==> config.mk <==
export PLATFORM = sky130hd
export DESIGN_NAME = key_loader_flat
export DESIGN_NICKNAME = d
export VERILOG_FILES = /design/src/rtl/key_loader_if.sv /design/src/rtl/key_loader.sv /design/src/flat_wrapper.sv
export SDC_FILE = /design/constraint.sdc
export NUM_CORES = 1
export LEC_CHECK = 0
export BUFFER_PORTS_ARGS = -buffer_cell sky130_fd_sc_hd__buf_2
export CORE_MARGIN = 4
export CORE_UTILIZATION = 53
export CTS_CLUSTER_DIAMETER = 60
export DETAILED_ROUTE_END_ITERATION = 12
export PLACE_DENSITY = 0.76
export SYNTH_ARGS = -nofsm -noshare
export SYNTH_HDL_FRONTEND = slang
export SYNTH_SLANG_ARGS = --single-unit
==> constraint.sdc <==
create_clock -name clk -period 2 [get_ports clk]
set_input_delay 0.2 -clock clk [delete_from_list [all_inputs] [get_ports clk]]
set_output_delay 0.2 -clock clk [all_outputs]
set_load 0.02 [all_outputs]
==> src/rtl/key_loader_if.sv <==
// key_loader_if
//   Serial link between the key loader and the secure NVM shadow port.
//   nvm_req   : loader asks for a serial key+checksum stream
//   nvm_valid : nvm_data carries a bit this cycle
//   nvm_data  : serial bit, LSB first (key bits first, then checksum bits)
//   master modport: the loader side; slave modport: the NVM side.
interface key_loader_if;
  logic nvm_req;
  logic nvm_valid;
  logic nvm_data;

  modport master (output nvm_req, input nvm_valid, input nvm_data);
  modport slave  (input nvm_req, output nvm_valid, output nvm_data);
endinterface

==> src/rtl/key_loader.sv <==
// key_loader
//   Fetches the unlock key for an RLL-locked core from the NVM shadow port,
//   verifies its byte-wise XOR checksum and only then presents it on key_out.
//   Until a verified key exists (and after zeroize) key_out stays all zeros,
//   so the locked core keeps producing corrupted results.
//
// Ports
//   clk, rst_n  : single clock, asynchronous active-low reset
//   start       : one-cycle pulse, begins a load when idle
//   zeroize     : synchronous clear of key and status, beats everything but reset
//   nvm         : key_loader_if.master (nvm_req out, nvm_valid/nvm_data in)
//   key_out     : key bus to the locked core, zero unless key_valid
//   key_valid   : key_out holds a verified key
//   busy        : a load attempt is in progress (LOAD, CHECK or GAP)
//   err         : one-cycle pulse per failed attempt (bad checksum or timeout)
//   fail        : sticky, retries exhausted
//   retry_cnt   : failed attempts in the current load
module key_loader #(
  parameter int KEY_WIDTH = 32,
  parameter int CHK_WIDTH = 8,
  parameter int TIMEOUT   = 16,
  parameter int MAX_RETRY = 2
) (
  input  logic                 clk,
  input  logic                 rst_n,
  input  logic                 start,
  input  logic                 zeroize,
  key_loader_if.master         nvm,
  output logic [KEY_WIDTH-1:0] key_out,
  output logic                 key_valid,
  output logic                 busy,
  output logic                 err,
  output logic                 fail,
  output logic [1:0]           retry_cnt
);

  localparam int TOT_BITS = KEY_WIDTH + CHK_WIDTH;
  localparam int NBYTES   = KEY_WIDTH / 8;
  localparam int BCW      = $clog2(TOT_BITS + 1);
  localparam int TCW      = $clog2(TIMEOUT + 1);

  localparam logic [BCW-1:0] LAST_BEAT = BCW'(TOT_BITS - 1);
  localparam logic [TCW-1:0] TO_LAST   = TCW'(TIMEOUT - 1);
  localparam logic [1:0]     RETRY_MAX = 2'(MAX_RETRY);

  typedef enum logic [2:0] {
    S_IDLE,
    S_LOAD,
    S_CHECK,
    S_GAP,
    S_DONE,
    S_FAIL
  } state_e;

  state_e                state_q, state_d;
  logic [TOT_BITS-1:0]   sr_q, sr_d;
  logic [BCW-1:0]        bit_cnt_q, bit_cnt_d;
  logic [TCW-1:0]        to_cnt_q, to_cnt_d;
  logic [KEY_WIDTH-1:0]  key_q, key_d;
  logic                  key_valid_q, key_valid_d;
  logic                  err_q, err_d;
  logic                  fail_q, fail_d;
  logic [1:0]            retry_q, retry_d;

  logic [CHK_WIDTH-1:0]  chk_calc;
  logic [CHK_WIDTH-1:0]  chk_rx;
  logic                  chk_ok;
  logic                  attempt_fail;

  // Checksum over the shifted-in frame. Bits arrive LSB first and enter at
  // the top of the shift register, so after a full frame bit 0 of the key
  // sits at sr_q[0] and the checksum occupies the top CHK_WIDTH bits.
  always_comb begin
    chk_calc = '0;
    for (int b = 0; b < NBYTES; b++) begin
      chk_calc = chk_calc ^ sr_q[b*8 +: 8];
    end
    chk_rx = sr_q[TOT_BITS-1 -: CHK_WIDTH];
    chk_ok = (chk_calc == chk_rx);
  end

  always_comb begin
    state_d      = state_q;
    sr_d         = sr_q;
    bit_cnt_d    = bit_cnt_q;
    to_cnt_d     = to_cnt_q;
    key_d        = key_q;
    key_valid_d  = key_valid_q;
    err_d        = 1'b0;
    fail_d       = fail_q;
    retry_d      = retry_q;
    attempt_fail = 1'b0;

    if (zeroize) begin
      // Wipes the key material too, not just the visible outputs.
      state_d     = S_IDLE;
      sr_d        = '0;
      bit_cnt_d   = '0;
      to_cnt_d    = '0;
      key_d       = '0;
      key_valid_d = 1'b0;
      fail_d      = 1'b0;
      retry_d     = '0;
    end else begin
      unique case (state_q)
        S_IDLE: begin
          if (start) begin
            state_d   = S_LOAD;
            sr_d      = '0;
            bit_cnt_d = '0;
            to_cnt_d  = '0;
            retry_d   = '0;
          end
        end

        S_LOAD: begin
          // A beat wins over the timeout even on the threshold cycle.
          if (nvm.nvm_valid) begin
            sr_d      = {nvm.nvm_data, sr_q[TOT_BITS-1:1]};
            bit_cnt_d = bit_cnt_q + 1'b1;
            to_cnt_d  = '0;
            if (bit_cnt_q == LAST_BEAT) state_d = S_CHECK;
          end else begin
            to_cnt_d = to_cnt_q + 1'b1;
            if (to_cnt_q == TO_LAST) attempt_fail = 1'b1;
          end
        end

        S_CHECK: begin
          if (chk_ok) begin
            key_d       = sr_q[KEY_WIDTH-1:0];
            key_valid_d = 1'b1;
            state_d     = S_DONE;
          end else begin
            attempt_fail = 1'b1;
          end
        end

        S_GAP: begin
          // Single idle cycle with nvm_req low, then restart from bit 0.
          sr_d      = '0;
          bit_cnt_d = '0;
          to_cnt_d  = '0;
          state_d   = S_LOAD;
        end

        S_DONE: ;

        S_FAIL: begin
          key_d       = '0;
          key_valid_d = 1'b0;
          fail_d      = 1'b1;
        end

        default: state_d = S_IDLE;
      endcase

      if (attempt_fail) begin
        err_d = 1'b1;
        if (retry_q < RETRY_MAX) begin
          retry_d = retry_q + 1'b1;
          state_d = S_GAP;
        end else begin
          fail_d      = 1'b1;
          key_d       = '0;
          key_valid_d = 1'b0;
          state_d     = S_FAIL;
        end
      end
    end
  end

  always_ff @(posedge clk or negedge rst_n) begin
    if (!rst_n) begin
      state_q     <= S_IDLE;
      sr_q        <= '0;
      bit_cnt_q   <= '0;
      to_cnt_q    <= '0;
      key_q       <= '0;
      key_valid_q <= 1'b0;
      err_q       <= 1'b0;
      fail_q      <= 1'b0;
      retry_q     <= '0;
    end else begin
      state_q     <= state_d;
      sr_q        <= sr_d;
      bit_cnt_q   <= bit_cnt_d;
      to_cnt_q    <= to_cnt_d;
      key_q       <= key_d;
      key_valid_q <= key_valid_d;
      err_q       <= err_d;
      fail_q      <= fail_d;
      retry_q     <= retry_d;
    end
  end

  // key_out comes only from the verified-key register, never the shifter.
  assign key_out     = key_q;
  assign key_valid   = key_valid_q;
  assign err         = err_q;
  assign fail        = fail_q;
  assign retry_cnt   = retry_q;
  assign nvm.nvm_req = (state_q == S_LOAD);
  assign busy        = (state_q == S_LOAD) || (state_q == S_CHECK) ||
                       (state_q == S_GAP);

endmodule

==> src/flat_wrapper.sv <==
// flat-port wrapper written by rule: the top's interface ports become plain ports
module key_loader_flat 
#(
  parameter int KEY_WIDTH = 32,
  parameter int CHK_WIDTH = 8,
  parameter int TIMEOUT   = 16,
  parameter int MAX_RETRY = 2
)
  (clk, rst_n, start, zeroize, key_out, key_valid, busy, err, fail, retry_cnt, nvm_nvm_req, nvm_nvm_valid, nvm_nvm_data);
  key_loader_if nvm_i ();
  input  logic clk;
  input  logic rst_n;
  input  logic start;
  input  logic zeroize;
  output logic [KEY_WIDTH-1:0] key_out;
  output logic key_valid;
  output logic busy;
  output logic err;
  output logic fail;
  output logic [1:0] retry_cnt;
  output wire logic [$bits(nvm_i.nvm_req)-1:0] nvm_nvm_req;
  input wire logic [$bits(nvm_i.nvm_valid)-1:0] nvm_nvm_valid;
  input wire logic [$bits(nvm_i.nvm_data)-1:0] nvm_nvm_data;
  assign nvm_nvm_req = nvm_i.nvm_req;
  assign nvm_i.nvm_valid = nvm_nvm_valid;
  assign nvm_i.nvm_data = nvm_nvm_data;
  key_loader #(.KEY_WIDTH(KEY_WIDTH), .CHK_WIDTH(CHK_WIDTH), .TIMEOUT(TIMEOUT), .MAX_RETRY(MAX_RETRY)) u_core (.clk(clk), .rst_n(rst_n), .start(start), .zeroize(zeroize), .nvm(nvm_i), .key_out(key_out), .key_valid(key_valid), .busy(busy), .err(err), .fail(fail), .retry_cnt(retry_cnt));
endmodule
==> summary.txt <==
Outcome
  • Status: complete, but fails checks
  • Failing checks: setup timing

Worst setup path
  • Kind of critical path: reg -> reg
  • CP required: 2.29 ns
  • Cells on worst reg2reg path: 7
  • Crit. End Element: flop
  • R2R Path End: u_core.key_out[3]
  • R2r startpoint: u_core.sr_q[13]
  • Crit start category: flop
  • Register-to-Register Setup Slack: -0.03 ns
  • Critical Path AT: 2.32 ns
  • Crit-path max FO: 11

Timing
  • Setup Viol. Count Final: 9
  • Rel. slew slack: 66.0%
  • Hold_ws: 0.0853 ns
  • Fin. Hold Viols: 0
  • RSZ-0062 raised after global routing: yes
  • Slew at the pin with the worst max-slew slack: 0.511 ns
  • Worst setup margin: -0.0328 ns
  • Final Skew: 0.0157 ns
  • Fin. max-slew vios: 0
  • Tcrit/Tclk final: 102%
  • Tmin final: 2.03 ns
  • Fmax: 0.492 GHz

Routing
  • DRT Wirelength: 9980 um
  • Vias/cell: 5.62
  • Avg WL per Cell: 15.9 um
  • Pre-antenna DRT Iters: 4
  • # DRC: 0
  • Antenna Nets Post-Route: 0
  • Total number of vias: 3532
  • Iteration-0 DRC count of the detailed router: 209

Floorplan
  • Core Region: 8220 um^2
  • Initial Util: 54.7%
  • Die height: 100 um
  • Die area: 10000 um^2
  • Io pins: 45
  • Die W: 100 um
  • Row Count: 33

Pwr
  • Pleak: 2.33 nW
  • Worst vdd ir: 0.000618 V
  • PD cells: 781 nW/um^2

Synthesis
  • Yosys cell types: 47
  • Synth async-reset ratio: 100%
  • Seq cells post-synth: 91
  • Syn nets: 475
  • Syn Inst Count: 466
  • Avg Inst Size Synth: 9.65 um^2
  • Post-synth EDFFs: 0
  • Mapped cell area: 4500 um^2
  • Synth warn: 0
  • Top FF cell, synth: dfrtp_1
  • Register area share after synthesis: 50.6%

Clocking
  • Worst skew pair latency: 0.37 ns
  • Root buf cell: clkbuf_8
  • CTS Buf Count: 9
  • CTS tree: yes
  • Clock Path Buffers: 2
  • CTS Sinks: 91
  • Max H-tree Level: 3
  • Worst-path clk slew: 0.10 ns

Flow run
  • Max-Cap Viols: 0

Cells and area
  • Antenna diode count: 0
  • Fillers: 673
  • Layout area overhead: 17.0%
  • Nets: 528
  • Share of post-route cells with drive strength above 1: 28.1%

Global routing
  • GR peak layer: met1
  • Largest net degree at the start of global routing: 47
  • GR Util met2: 30.9%
  • First-pass GRT wire length: 16600 um
  • Overflow after GRT: 0
  • Initial antenna violation count: 0
  • Met3 Use GR: 4.24%
  • Met1 Resource Use GR: 31.3%
  • Vias in the first global route: 3363
  • Total track usage: 21.0%

Placement
  • Gp weighted congestion: 0.818
  • Post-DP HPWL: 6730 um
  • Port-buffer cells: 44
  • Post-Place Worst Slack: -0.0355 ns

Min path
  • Min-Delay Path Depth: 3
  • Hold_sp: nvm_nvm_data
  • Hold WC Path Type: in -> reg
  • Worst-case hold path end point: u_core.sr_q[39]
kinds of logic after synthesis:
kind of cell / Yosys count / synth area share (%)
XOR/XNOR: 24 / 7.18
flip-flops: 91 / 50.6
adder cells (fa/ha/maj): 3 / 0.835
buffers and inverters: 37 / 4.17
AND/OR/NAND/NOR: 203 / 21.2
AO/OA/AOI/OAI: 107 / 15.7
multiplexers: 1 / 0.223
area by class of cell:
type | instances | area [um^2] | share of cell area (%)
multi-input cells | 338 | 2120 | 40.4
flip-flops and latches | 91 | 2280 | 43.3
well taps | 105 | 131 | 2.50
clock inverters | 7 | 58.8 | 1.12
clock buffers | 9 | 124 | 2.35
inverters | 2 | 7.51 | 0.143
repair buffers | 77 | 538 | 10.2
through the flow:
stage / setup TNS [ns] / util (%) / instances / total power (W) / cell area [um^2]
2_1_floorplan: 0 / - / 466 / 0.00261 / 4510
3_3_place_gp: 0 / 60.3 / 608 / 0.00290 / 4950
5_1_grt: -3.88 / 64.0 / 629 / 0.00433 / 5260
6_report: -0.0994 / 64.0 / 629 / 0.00411 / 5260
4_1_cts: 0 / 62.8 / 625 / 0.00410 / 5160
3_5_place_dp: -0.131 / 60.3 / 608 / 0.00292 / 4950
placed cells by master (no fill, tap or decap), types with 5 or more instances in the layout:
| cell type | netlist | routed |
|---|---|---|
| buf_4 | 3 | 25 |
| o21ai_0 | 50 | 48 |
| xnor2_2 | 0 | 5 |
| dfrtp_1 | 91 | 91 |
| nand2b_1 | 5 | 5 |
| buf_2 | 11 | 43 |
| a21oi_2 | 30 | 31 |
| a21oi_1 | 6 | 5 |
| xnor3_1 | 6 | 6 |
| o21ai_1 | 9 | 10 |
| xnor2_1 | 16 | 11 |
| nand2_1 | 90 | 90 |
| nor2_1 | 15 | 14 |
| clkbuf_8 | 0 | 9 |
| nand3_1 | 66 | 66 |
where the power goes:
group | internal, W | switching [W]
Sequential | 0.00189 | 0.0000644
Combinational | 0.000320 | 0.000652
Clock | 0.000474 | 0.000713
what timing repair did:
item	CTS	global route
cloned	0	1
endpoints found under the hold margin	35	0
setup endpoints to repair	21	40
pin swaps	0	2
hold buffers	1	0
resized for setup	4	16
buffers inserted	0	3
worst max path at each step:
stage / slack, ns / endpoint / cells past startpoint / startpoint
after floorplan: 0.02 / u_core.key_out[30] / 9 / u_core.to_cnt_q[1]
after global placement: 0.05 / u_core.key_out[3] / 7 / u_core.sr_q[13]
after detailed placement: -0.04 / u_core.key_out[3] / 7 / u_core.sr_q[10]
after CTS: 0.002 / u_core.key_out[3] / 7 / u_core.sr_q[12]
after global routing: -0.14 / u_core.key_out[3] / 7 / u_core.sr_q[8]
final: -0.03 / u_core.key_out[3] / 7 / u_core.sr_q[13]
cell usage after synthesis, types with 2 or more instances:
cell type	number	share of area (%)
inv_1	2	0.17
and3b_1	2	0.39
a21oi_2	30	5.8
nor2_1	15	1.3
o21ai_1	9	1.0
and3_1	2	0.28
nand4_1	4	0.56
xnor3_2	2	1.1
nand2b_1	5	0.70
nand2_1	90	7.5
buf_2	11	1.2
xnor2_1	16	3.1
a21oi_1	6	0.67
nand3b_1	2	0.33
nand3_1	66	7.3
ha_1	3	0.83
o21ai_0	50	5.6
xnor3_1	6	3.0
buf_6	3	0.75
and2_1	2	0.28
nor3_1	4	0.45
clkbuf_1	16	1.3
dfrtp_1	91	51
or2_2	3	0.42
and4_4	2	0.50
buf_4	3	0.50
critical path: stages (launching register included):
cell	delay, ns
dfrtp_1	0.44
xnor3_2	0.42
xnor2_2	0.19
nand4_1	0.22
nor2_4	0.22
buf_6	0.18
nand3_1	0.14
a21oi_2	0.14
sequential cells by signal, indices dropped and copies added, names as in the netlist:
signal            flops
u_core.sr_q          40
u_core.key_out       32
u_core.bit_cnt_q      6
u_core.to_cnt_q       5
u_core.state_q        3
u_core.retry_cnt      2
u_core.err            1
u_core.fail           1
u_core.key_valid      1
metal layers:
layer | vias up | wire length [um]
met2 | 99 | 4620
met4 | 0 | 144
met3 | 10 | 594
li1 | 1713 | -
met1 | 1710 | 4620
met5 | - | 0
Power figures use the tool's default switching activity.
